## config.mk

```make
export PLATFORM = sky130hd
export DESIGN_NAME = pc_seq_ctrl
export DESIGN_NICKNAME = d
export VERILOG_FILES = /design/src/rtl/pc_seq_pkg.sv /design/src/rtl/pc_ack_timer.sv /design/src/rtl/pc_seq_ctrl.sv
export SDC_FILE = /design/constraint.sdc
export NUM_CORES = 1
export LEC_CHECK = 0
export CELL_PAD_IN_SITES_DETAIL_PLACEMENT = 1
export CELL_PAD_IN_SITES_GLOBAL_PLACEMENT = 2
export CORE_ASPECT_RATIO = 1.2
export CORE_UTILIZATION = 28
export DETAILED_ROUTE_END_ITERATION = 10
export HOLD_SLACK_MARGIN = 0.15
export PLACE_DENSITY = 0.8
export SETUP_SLACK_MARGIN = 0.05
export SLEW_MARGIN = 20
export SYNTH_ARGS = -nofsm -noshare
export SYNTH_HDL_FRONTEND = slang
export SYNTH_SLANG_ARGS = --single-unit
export TNS_END_PERCENT = 30
```

## constraint.sdc

```tcl
create_clock -name i_clk -period 2.6 [get_ports i_clk]
set_clock_uncertainty 0.15 [all_clocks]
set_input_delay 0.65 -clock i_clk [delete_from_list [all_inputs] [get_ports i_clk]]
set_output_delay 0.65 -clock i_clk [all_outputs]
set_load 0.01 [all_outputs]
```

## src/rtl/pc_seq_pkg.sv

```systemverilog
// pc_seq_pkg: shared state enum, stall masks and PC helpers for the fetch PC sequencer
package pc_seq_pkg;
  typedef enum logic [1:0] {IDLE, FETCH, HOLD} st_e;
  // Stall vector bit order is {wb,mem,ex,id,if,pc}
  localparam logic [5:0] STALL_ID  = 6'b000111;
  localparam logic [5:0] STALL_EX  = 6'b001111;
  localparam logic [5:0] STALL_MEM = 6'b011111;
  localparam logic [5:0] STALL_IF  = 6'b000011;
  localparam logic [31:0] INSN_BYTES = 32'd4;
  function automatic logic [31:0] align(input logic [31:0] a);
    return {a[31:2], 2'b00};
  endfunction
endpackage

```

## src/rtl/pc_ack_timer.sv

```systemverilog
// pc_ack_timer: counts cycles a fetch waits for ack and pulses fetch_err on timeout
//   i_clk       core clock
//   i_reset_n   async active-low reset
//   i_active    fetch request outstanding (FETCH state)
//   i_ack       imem acknowledge
//   o_fetch_err one-cycle pulse in the ACK_TIMEOUT-th consecutive cycle without ack
module pc_ack_timer #(
  parameter int ACK_TIMEOUT = 16
) (
  input  logic i_clk,
  input  logic i_reset_n,
  input  logic i_active,
  input  logic i_ack,
  output logic o_fetch_err
);
  localparam int W = $clog2(ACK_TIMEOUT);
  logic [W-1:0] r_cnt;
  logic w_last;
  assign w_last = i_active && !i_ack && (r_cnt == W'(ACK_TIMEOUT - 1));
  assign o_fetch_err = w_last;
  // Restart after the pulse so a stuck request keeps reporting every ACK_TIMEOUT cycles
  always_ff @(posedge i_clk or negedge i_reset_n)
    if (!i_reset_n) r_cnt <= '0;
    else r_cnt <= (!i_active || i_ack || w_last) ? '0 : r_cnt + 1'b1;
endmodule

```

## src/rtl/pc_seq_ctrl.sv

```systemverilog
// pc_seq_ctrl: fetch PC sequencer with imem req/ack handshake, stall merge and exception flush
//   i_clk, i_reset_n    clock, async active-low reset
//   i_stall_req[2:0]    {MEM,EX,ID} stage stall requests
//   i_branch_flag/target  taken branch redirect
//   i_excp_flag/vector    exception redirect (highest priority)
//   i_if_ack            imem accepted current o_if_addr
//   o_if_req, o_if_addr fetch request and address (= o_pc)
//   o_pc, o_ce          current fetch PC, fetch enable
//   o_stall[5:0]        {wb,mem,ex,id,if,pc} stall vector
//   o_flush             one-cycle flush after an exception
//   o_fetch_err         one-cycle ack-timeout pulse
module pc_seq_ctrl
  import pc_seq_pkg::*;
#(
  parameter logic [31:0] RESET_PC    = 32'h0000_0000,
  parameter int          ACK_TIMEOUT = 16
) (
  input  logic        i_clk,
  input  logic        i_reset_n,
  input  logic [2:0]  i_stall_req,
  input  logic        i_branch_flag,
  input  logic [31:0] i_branch_target,
  input  logic        i_excp_flag,
  input  logic [31:0] i_excp_vector,
  input  logic        i_if_ack,
  output logic        o_if_req,
  output logic [31:0] o_if_addr,
  output logic [31:0] o_pc,
  output logic        o_ce,
  output logic [5:0]  o_stall,
  output logic        o_flush,
  output logic        o_fetch_err
);
  st_e         r_st, w_st_nxt;
  logic [31:0] r_pc, w_pc_nxt, r_pend_addr, w_pend_addr_nxt, w_next_pc;
  logic        r_pend_valid, w_pend_valid_nxt, r_pend_excp, w_pend_excp_nxt;
  logic        r_ce, r_flush, w_fetch, w_latch;
  logic [5:0]  w_stall;
  assign w_fetch = (r_st == FETCH);
  // An exception releases every stall so the handler fetch can start at once
  assign w_stall = i_excp_flag ? 6'b0 :
    (i_stall_req[0] ? STALL_ID : 6'b0) | (i_stall_req[1] ? STALL_EX : 6'b0) |
    (i_stall_req[2] ? STALL_MEM : 6'b0) | ((w_fetch && !i_if_ack) ? STALL_IF : 6'b0);
  assign w_next_pc = align(i_excp_flag ? i_excp_vector : i_branch_flag ? i_branch_target :
    r_pend_valid ? r_pend_addr : r_pc + INSN_BYTES);
  // Redirects arriving while the PC cannot move are remembered until the next PC update
  assign w_latch = (w_fetch && !i_if_ack) || (r_st == HOLD);
  always_comb begin
    w_st_nxt = r_st;
    w_pc_nxt = r_pc;
    w_pend_addr_nxt = r_pend_addr;
    w_pend_valid_nxt = r_pend_valid;
    w_pend_excp_nxt = r_pend_excp;
    if (w_latch && i_excp_flag) begin
      w_pend_addr_nxt = i_excp_vector;
      w_pend_valid_nxt = 1'b1;
      w_pend_excp_nxt = 1'b1;
    end else if (w_latch && i_branch_flag && !(r_pend_valid && r_pend_excp)) begin
      w_pend_addr_nxt = i_branch_target;
      w_pend_valid_nxt = 1'b1;
      w_pend_excp_nxt = 1'b0;
    end
    case (r_st)
      IDLE: w_st_nxt = FETCH;
      FETCH: if (i_if_ack) begin
        w_pc_nxt = w_next_pc;
        w_pend_valid_nxt = 1'b0;
        w_st_nxt = w_stall[0] ? HOLD : FETCH;
      end
      HOLD: if (i_excp_flag) begin
        w_pc_nxt = w_next_pc;
        w_pend_valid_nxt = 1'b0;
        w_st_nxt = FETCH;
      end else if (!w_stall[0]) w_st_nxt = FETCH;
      default: w_st_nxt = IDLE;
    endcase
  end
  always_ff @(posedge i_clk or negedge i_reset_n)
    if (!i_reset_n) begin
      r_st <= IDLE;
      r_pc <= align(RESET_PC);
      r_pend_addr <= '0;
      r_pend_valid <= 1'b0;
      r_pend_excp <= 1'b0;
      r_ce <= 1'b0;
      r_flush <= 1'b0;
    end else begin
      r_st <= w_st_nxt;
      r_pc <= w_pc_nxt;
      r_pend_addr <= w_pend_addr_nxt;
      r_pend_valid <= w_pend_valid_nxt;
      r_pend_excp <= w_pend_excp_nxt;
      r_ce <= 1'b1;
      r_flush <= i_excp_flag;
    end
  pc_ack_timer #(.ACK_TIMEOUT(ACK_TIMEOUT)) u_timer (
    .i_clk(i_clk),
    .i_reset_n(i_reset_n),
    .i_active(w_fetch),
    .i_ack(i_if_ack),
    .o_fetch_err(o_fetch_err)
  );
  assign o_if_req = w_fetch;
  assign o_if_addr = r_pc;
  assign o_pc = r_pc;
  assign o_ce = r_ce;
  assign o_stall = w_stall;
  assign o_flush = r_flush;
endmodule

```

==> impl_metrics.tcl, run 1 <==
set metrics [dict create \
    status "finished, final reports clean" \
    ys_warn_count 0 \
    finalHoldViolations 0 \
    nFillCells 1975 \
    path_cells "clkdlybuf4s50_1, or2b_1, a21oi_2, clkbuf_2" \
    p_seq_share_pct 28.8 \
    crit_required_ps 1800 \
    chipHeight_um 146.6 \
    leakage_nw 2.732 \
    synthTopCellsByArea "dfrtp_1, buf_4, mux2i_1, nand2_1, o21ai_0" \
    synth_top_area_share_pct 35.92 \
    synth_cells 560 \
    p_sw_share_pct 42.73 \
    crit_path_start "i_if_ack" \
    routed_via_density 5.625 \
    layout.nets 762 \
    htree_levels 3 \
    num_io_pins 146 \
    synth_largest_area_cell "dfrtp_1" \
    max-vdd-ir-drop_v 0.0005536 \
    grt_overflow_total 0 \
    power_switching_mw 3.422 \
    grt_max_degree 71 \
    setup_slack_ps 65.50 \
    area_delta_synth_final_pct 38.58 \
    row_count 52 \
    die_w_um 122.5 \
    yosys_most_used_dff "dfrtp_1" \
    fin_cells 904 \
    rr_startpoint "o_if_addr[2]$_DFFE_PN0P_" \
    clock_path_buffers 2 \
    start_kind "input port" \
    finalMaxSlewViolations 0 \
    path_delay_family "buffers and inverters" \
    hpwl_mm 13.75 \
    rsz0062_at_grt "yes" \
    root_buffer "clkbuf_16" \
    start_util_pct 28.72 \
    clock_latency_ps 340 \
    dpl.cell_count 888 \
    p_clk_share_pct 14.6 \
    ys_types 66 \
    gp_congestion 0.7986 \
    cts_tree "yes" \
    combPwrFrac_pct 56.6 \
    max_stage_delay_ps 430 \
    drt_iter0_markers 299 \
    grt_usage_pct 21.51 \
    clock-sinks 70 \
    p_int_mw 4.587 \
    worstSetupEndpointType "output pin" \
    drt-total-wl_mm 18.75 \
    synth.avg_cell_area_um2 8.709 \
    holdWs_ps 195.0 \
    place_ws_ps -388.3 \
    fmax_mhz 394.6 \
    final_area_um2 6759 \
    drive_gt1_share_pct 13.81 \
    path_class "in -> out" \
    maxCapViolCount 0 \
    fin_util_pct 39.80 \
    grt_pass1_vias 5517 \
    route.detailed.drc 0 \
    synth_seq_cells 70 \
    synth_area_um2 4877 \
    antenna_found_initial 0 \
    p_per_area_nw_per_um2 1185 \
    hold_class "in -> async" \
    fin_tns_setup_ps 0 \
    antenna_cells 0 \
    worstPathArrival_ps 1730 \
    post_drt_wl_per_cell_um 20.74 \
    ant_nets 0 \
    grt_pass1_wl_mm 29.68 \
    portBuffers 136 \
    placed_area_um2 6479 \
    path_buf_inv 2 \
    crit_slowest_cell "clkdlybuf4s50_1" \
    period_share_pct 97.48 \
    dr_total_vias 5085 \
    cp_max_fo 3 \
    core_um2 16980 \
    synth-edff-count 0 \
    finalCriticalPeriod_ps 2535 \
    yosysSeqAreaShare_pct 35.92 \
    firstDrtPassIters 5 \
    finalSetupViolCount 0 \
    dieArea_um2 17950 \
    power.total_mw 8.009 \
    synthArstFlopShare_pct 100.0 \
    cts-buffers-inserted 9 \
    clk_pin_slew_worst_paths_ps 50 \
]
worst register-to-register path: cells and delay by family (launching register included):
| kind | cells | cell delay, ps |
|---|---|---|
| DFF | 1 | 540 |
| adders and majority gates | 1 | 290 |
| AOI/OAI and AO/OA | 2 | 530 |
| and+or+nand+nor | 3 | 840 |
final timing paths:
| kind | end | cells past startpoint | slack [ps] |
|---|---|---|---|
| setup / recovery | o_stall[0] | 4 | 70 |
| hold / removal | r_pend_addr[15]$_DFFE_PN0P_ | 2 | 190 |
| setup reg to reg | o_if_addr[20]$_DFFE_PN0P_ | 6 | 160 |
| hold reg to reg | r_pend_excp$_DFFE_PN0P_ | 2 | 350 |
| max in group asynchronous | u_timer.r_cnt[0]$_DFF_PN0_ | 2 | 1790 |
| min in group i_clk | r_pend_excp$_DFFE_PN0P_ | 2 | 350 |
power by group through the flow:
stage          combinational [mW]  sequential, mW  clock, mW
3_3_place_gp                 4.39            2.26          0
2_1_floorplan                2.64            2.19          0
4_1_cts                      4.55            2.30       1.19
5_1_grt                      4.92            2.40       1.24
6_report                     4.53            2.31       1.17
3_5_place_dp                 4.52            2.31          0
state kept, by name, summed over array words and instances (netlist names):
register / count
r_pend_addr: 30
r_st: 2
u_timer.r_cnt: 4
o_ce: 1
r_pend_excp: 1
o_if_addr: 30
r_pend_valid: 1
o_flush: 1
layout make-up:
type | count | area, µm² | share of cell area [%]
clock buffers | 14 | 264.0 | 3.906
clock inverters | 1 | 5.005 | 0.07405
inverters | 11 | 41.29 | 0.6109
multi-input cells | 406 | 2663 | 39.39
flip-flops and latches | 70 | 1752 | 25.92
well taps | 216 | 270.3 | 3.999
repair buffers | 186 | 1764 | 26.10
routing by layer:
layer	vias to the layer above	track usage, %	wire [µm]
met5	-	0	0
met4	0	7.439	474
met3	31	3.672	881
met2	175	36.40	9330
met1	2545	27.18	8062
li1	2334	-	-
layout by cell type (no fill, tap or decap), types with 17 or more instances in the layout:
cell             instances
nand3_1                 19
buf_4                   46
a22oi_1                 20
clkdlybuf4s50_1        128
nand2_1                 56
nor2_1                  32
o21ai_0                 35
a21oi_1                 17
mux2i_1                 21
dfrtp_1                 70
Yosys cell counts, types with 13 or more instances:
cell	count
a221oi_1	16
o21ai_0	35
o31ai_1	13
a22oi_1	20
nand3_1	19
o22ai_1	13
a21oi_1	18
nand2_1	56
nand2b_1	15
clkbuf_1	27
mux2i_1	21
nor2_1	33
buf_4	36
dfrtp_1	70
a31oi_1	16
cells by family after synthesis:
kind of cell / Yosys count / synth area share [%]
adders and majority gates: 6 / 1.539
muxes: 22 / 4.541
AOI/OAI and AO/OA: 183 / 26.81
other: 2 / 0.1540
and+or+nand+nor: 183 / 19.83
buffers and inverters: 88 / 10.13
xor gates and xnor gates: 6 / 1.077
DFF: 70 / 35.92
repair_timing:
action,CTS,global route
hold buffers,0,0
endpoints found under the hold margin,0,0
pin swaps,0,2
buffers inserted,0,1
gates resized for setup,11,5
gates cloned,0,0
setup endpoints to repair,6,5
Note: power is estimated with default switching activity, not from simulation.
==> run 2, diff against run 1 <==
--- a/config.mk
+++ b/config.mk
@@ -7,11 +7,11 @@
 export LEC_CHECK = 0
 export CELL_PAD_IN_SITES_DETAIL_PLACEMENT = 1
 export CELL_PAD_IN_SITES_GLOBAL_PLACEMENT = 2
-export CORE_ASPECT_RATIO = 1.2
+export CORE_ASPECT_RATIO = 0.9
 export CORE_UTILIZATION = 28
 export DETAILED_ROUTE_END_ITERATION = 10
 export HOLD_SLACK_MARGIN = 0.15
-export PLACE_DENSITY = 0.8
+export PLACE_DENSITY = 0.89
 export SETUP_SLACK_MARGIN = 0.05
 export SLEW_MARGIN = 20
 export SYNTH_ARGS = -nofsm -noshare
==> run 2 against run 1 <==
Routed wire length decreased by 0.63%; fmax up 1.6%; register-to-register slack better by 40 ps; sequential power fell by 2%; critical path depth is the same; largest power group unchanged.
==> impl_metrics.tcl, run 2 (synthesis gave the netlist of run 1 again) <==
set metrics [dict create \
    status "finished, final reports clean" \
    num_io_pins 146 \
    hold_class "in -> async" \
    htree_levels 3 \
    route.detailed.drc 0 \
    grt_overflow_total 0 \
    fin_tns_setup_ps 0 \
    max-vdd-ir-drop_v 0.0004186 \
    path_cells "clkdlybuf4s50_1, nor3_4, nor2_1, dlygate4sd2_1" \
    core_um2 16950 \
    final_common_cell "clkdlybuf4s50_1" \
    placed_area_um2 6558 \
    rrSetupSlack_ps 200 \
    leakage_nw 2.775 \
    rsz0062_at_grt "yes" \
    period_share_pct 95.97 \
    start_util_pct 28.78 \
    start_kind "input port" \
    layout.nets 767 \
    gp_congestion 0.8519 \
    path_class "in -> out" \
    crit_required_ps 1800 \
    chipHeight_um 127.2 \
    finalMaxSlewViolations 0 \
    wl_met2_mm 9.000 \
    max_stage_delay_ps 470 \
    finalSetupViolCount 0 \
    cts_tree "yes" \
    dr_wl_met3_mm 1.071 \
    setup_slack_ps 104.8 \
    maxCapViolCount 0 \
    fin_util_pct 40.47 \
    antenna_cells 0 \
    place_ws_ps -430.6 \
    clock-sinks 70 \
    worstSetupEndpointType "output pin" \
    cp_max_fo 3 \
    p_per_area_nw_per_um2 1186 \
    routed_via_density 5.591 \
    portBuffers 136 \
    row_count 45 \
    ant_nets 0 \
    worstPathArrival_ps 1700 \
    dr_total_vias 5183 \
    clock_path_buffers 2 \
    die_w_um 141.1 \
    hold_buffers 0 \
    finalCriticalPeriod_ps 2495 \
    highest_layer "met4" \
    dieArea_um2 17950 \
    clk_pin_slew_worst_paths_ps 50 \
    drt_iter0_markers 357 \
    crit_slowest_cell "clkdlybuf4s50_1" \
    rr_startpoint "o_if_addr[2]$_DFFE_PN0P_" \
    wl_met1_mm 8.103 \
    hpwl_mm 13.69 \
    mostFrequentLayoutCells "clkdlybuf4s50_1, dfrtp_1, nand2_1, buf_4, o21ai_0" \
    final_area_um2 6858 \
    post_drt_wl_per_cell_um 20.10 \
    grt_pass1_vias 5513 \
    cts-buffers-inserted 9 \
    fmax_mhz 400.8 \
    clock_latency_ps 340 \
    antenna_found_initial 0 \
    area_delta_synth_final_pct 40.61 \
    reg2reg_to "o_if_addr[22]$_DFFE_PN0P_" \
    firstDrtPassIters 5 \
    root_buffer "clkbuf_16" \
    drive_gt1_share_pct 14.74 \
    grt_usage_pct 21.54 \
    nFillCells 1934 \
    reg2regPathDepth 6 \
    finalHoldViolations 0 \
    grt_max_degree 71 \
    grt_pass1_wl_mm 30.08 \
    drt-total-wl_mm 18.63 \
]
==> run 2: changes by cell type in the layout (fill, tap and decap cells not counted), sizes merged <==
cell / previous run / this run
buf: 52 / 60
clkbuf: 16 / 14
clkdlybuf4s15: 1 / 0
clkdlybuf4s50: 128 / 127
==> run 2: worst max path at each step <==
| stage | from | to | slack (ps) | depth (start not counted) |
|---|---|---|---|---|
| floorplan | r_st[1]$_DFFE_PN0P_ | o_stall[1] | 180 | 6 |
| global placement | i_if_ack | o_stall[1] | -380 | 4 |
| detailed placement | i_if_ack | o_stall[1] | -430 | 4 |
| CTS | i_if_ack | o_fetch_err | 50 | 4 |
| global route | o_if_addr[2]$_DFFE_PN0P_ | o_if_addr[20]$_DFFE_PN0P_ | 8 | 6 |
| finish | i_stall_req[2] | o_stall[2] | 100 | 4 |
==> run 2: through the flow <==
step	hold WS, ps	instances	power (mW)
after detailed placement	321.2	911	6.933
after global routing	209.4	927	8.671
final	175.8	927	8.134
after CTS	214.3	926	8.177
after floorplan	204.4	564	4.832
after global placement	307.9	911	6.688
==> run 2: worst max-delay path: cells and delay by family <==
family	cells	cell delay (ps)
buffers and inverters	2	760
AND/OR/NAND/NOR	2	280
==> run 2: power by group <==
group	switching, mW	internal, mW	total [mW]
clock network	0.475	0.713	1.19
registers	0.671	1.60	2.27
logic	2.29	2.39	4.67
==> run 2: layer usage <==
metal  global-route usage [%]  vias to the layer above
li1                         -                     2345
met1                    27.95                     2599
met2                    35.96                      207
met3                    3.486                       32
met4                    8.120                        0
met5                        0                        -
==> run 2: timing repair <==
action / CTS / global route
setup endpoints to repair: 7 / 4
setup buffers: 1 / 1
resized for setup: 20 / 2
pin swaps: 2 / 1
gates cloned: 0 / 0
==> run 2: final cells by class <==
class | count | area (µm²) | share of cell area, %
Multi-Input combinational cell | 406 | 2678 | 39.04
Tap cell | 235 | 294.0 | 4.288
Clock buffer | 13 | 270.3 | 3.941
Clock inverter | 1 | 5.005 | 0.07298
Inverter | 11 | 41.29 | 0.6021
Timing Repair Buffer | 191 | 1818 | 26.51
Sequential cell | 70 | 1752 | 25.54
==> run 3, diff against run 2 <==
==> constraint.sdc (replaced) <==
create_clock -name i_clk -period 2.35 [get_ports i_clk]
set_clock_uncertainty 0.15 [all_clocks]
set_input_delay 0.5875 -clock i_clk [delete_from_list [all_inputs] [get_ports i_clk]]
set_output_delay 0.5875 -clock i_clk [all_outputs]
set_load 0.01 [all_outputs]
==> run 3 against run 2 <==
Clock power increased by 19%; critical path depth increased by 1; critical endpoint is now o_stall[1]; largest power group unchanged; cell count up 2.2%; routed wire length grew 5.9%; count of clock-buffer cells in the layout is 1 lower; core utilization is 1.2 points higher; setup slack got worse by 70 ps; via count is 3.1% higher.
==> impl_metrics.tcl, run 3 (synthesis gave the netlist of run 1 again) <==
set metrics [dict create \
    status "finished, final reports clean" \
    p_sw_share_pct 42.24 \
    wl_met1_mm 8.359 \
    crit_slowest_cell "dfrtp_1" \
    max-vdd-ir-drop_v 0.0004737 \
    nFillCells 1949 \
    cp_max_fo 3 \
    crit_required_ps 1610 \
    drt_iter0_markers 438 \
    hpwl_mm 14.47 \
    fin_tns_setup_ps 0 \
    drive_gt1_share_pct 18.12 \
    worstPathArrival_ps 1580 \
    grt_pass1_wl_mm 31.42 \
    dieArea_um2 17950 \
    crit_path_start "r_st[1]$_DFFE_PN0P_" \
    power_switching_mw 3.986 \
    row_count 45 \
    worstSetupEndpointType "output pin" \
    path_class "reg -> out" \
    wl_met2_mm 9.896 \
    placed_area_um2 6689 \
    maxCapViolCount 0 \
    mostFrequentLayoutCells "clkdlybuf4s50_1, dfrtp_1, buf_4, nand2_1, o21ai_0" \
    grt_pass1_vias 5781 \
    die_w_um 141.1 \
    combPwrFrac_pct 58.9 \
    dr_wl_met3_mm 1.182 \
    clk_pin_slew_worst_paths_ps 60 \
    fin_cells 947 \
    fmax_mhz 432.0 \
    grt_max_degree 54 \
    portBuffers 136 \
    p_per_area_nw_per_um2 1336 \
    core_um2 16950 \
    finalMaxSlewViolations 0 \
    p_int_mw 5.450 \
    period_share_pct 98.51 \
    num_io_pins 146 \
    clock_latency_ps 340 \
    clock_path_buffers 2 \
    highest_layer "met4" \
    layout.nets 785 \
    max_stage_delay_ps 400 \
    path_cells "inv_2, ha_4, or2b_1, a21oi_2, buf_2" \
    antenna_cells 0 \
    grt_overflow_total 0 \
    htree_levels 3 \
    start_util_pct 28.78 \
    cts_tree "yes" \
    gp_congestion 0.8509 \
    leakage_nw 2.888 \
    drt-total-wl_mm 19.73 \
    rr_startpoint "r_st[1]$_DFFE_PN0P_" \
    root_buffer "clkbuf_16" \
    rsz0062_at_grt "yes" \
    routed_via_density 5.643 \
    p_clk_share_pct 15.1 \
    hold_class "reg -> reg" \
    antenna_found_initial 0 \
    dr_total_vias 5344 \
    power.total_mw 9.436 \
    min_from "u_timer.r_cnt[0]$_DFF_PN0_" \
    firstDrtPassIters 4 \
    route.detailed.drc 0 \
    post_drt_wl_per_cell_um 20.84 \
    chipHeight_um 127.2 \
    final_area_um2 7064 \
    clock-sinks 70 \
    area_delta_synth_final_pct 44.84 \
    grt_usage_pct 22.45 \
    finalHoldViolations 0 \
    ant_nets 0 \
    final_common_cell "clkdlybuf4s50_1" \
    finalCriticalPeriod_ps 2315 \
    start_kind "flip-flop" \
    dpl.cell_count 928 \
    finalSetupViolCount 0 \
    p_seq_share_pct 26.1 \
    cts-buffers-inserted 9 \
    fin_util_pct 41.68 \
]
[run 3: final cells by class]
| type | count | area [µm²] | area share (%) |
|---|---|---|---|
| flip-flops and latches | 70 | 1754 | 24.83 |
| well taps | 235 | 294.0 | 4.162 |
| clock inverters | 4 | 45.04 | 0.6376 |
| multi-input cells | 406 | 2713 | 38.40 |
| clock buffers | 12 | 256.5 | 3.631 |
| repair buffers | 209 | 1961 | 27.75 |
| inverters | 11 | 41.29 | 0.5845 |
[run 3: worst paths after layout]
| path | to | slack [ps] | cells after the start |
|---|---|---|---|
| max in group asynchronous | r_st[0]$_DFFE_PN0P_ | 800 | 3 |
| hold reg to reg | u_timer.r_cnt[0]$_DFF_PN0_ | 340 | 1 |
| setup reg to reg | o_if_addr[12]$_DFFE_PN0P_ | 80 | 7 |
| setup / recovery | o_stall[1] | 30 | 5 |
| min in group asynchronous | o_ce$_DFF_PN0_ | 590 | 2 |
| hold / removal | u_timer.r_cnt[0]$_DFF_PN0_ | 340 | 1 |
[run 3: power by group through the flow]
stage	Sequential (mW)	Clock (mW)	Combinational, mW
after floorplan	2.42	0	2.92
after global placement	2.38	0	5.21
after detailed placement	2.45	0	5.43
after CTS	2.44	1.43	5.50
after global routing	2.53	1.48	6.00
final	2.46	1.42	5.55
[run 3: per-layer routing]
layer / global-route usage [%] / vias up
li1: - / 2378
met5: 0 / -
met3: 4.010 / 26
met4: 6.458 / 0
met1: 28.03 / 2723
met2: 39.49 / 217
[run 3: worst max-delay path, delay by kind of cell, from the launching register on]
family	cells	cell delay (ps)
DFF	1	400
and+or+nand+nor	1	270
buffers and inverters	2	250
AOI/OAI and AO/OA	1	190
adders and majority gates	1	130
[run 3: repair_timing]
item                                    CTS  global route
hold endpoints to repair                 17             0
endpoints found under the setup margin   10            28
setup buffers                             2             0
pin swaps                                 3             3
hold buffers                              1             0
resized for setup                        30            12
[run 3: per-stage QoR]
step | worst slack (ps) | hold WS [ps]
after floorplan | 54.07 | 141.9
after global placement | -403.2 | 307.6
after detailed placement | -438.7 | 335.5
after CTS | 48.08 | 343.2
after global routing | -13.16 | 369.4
final | 34.95 | 343.2
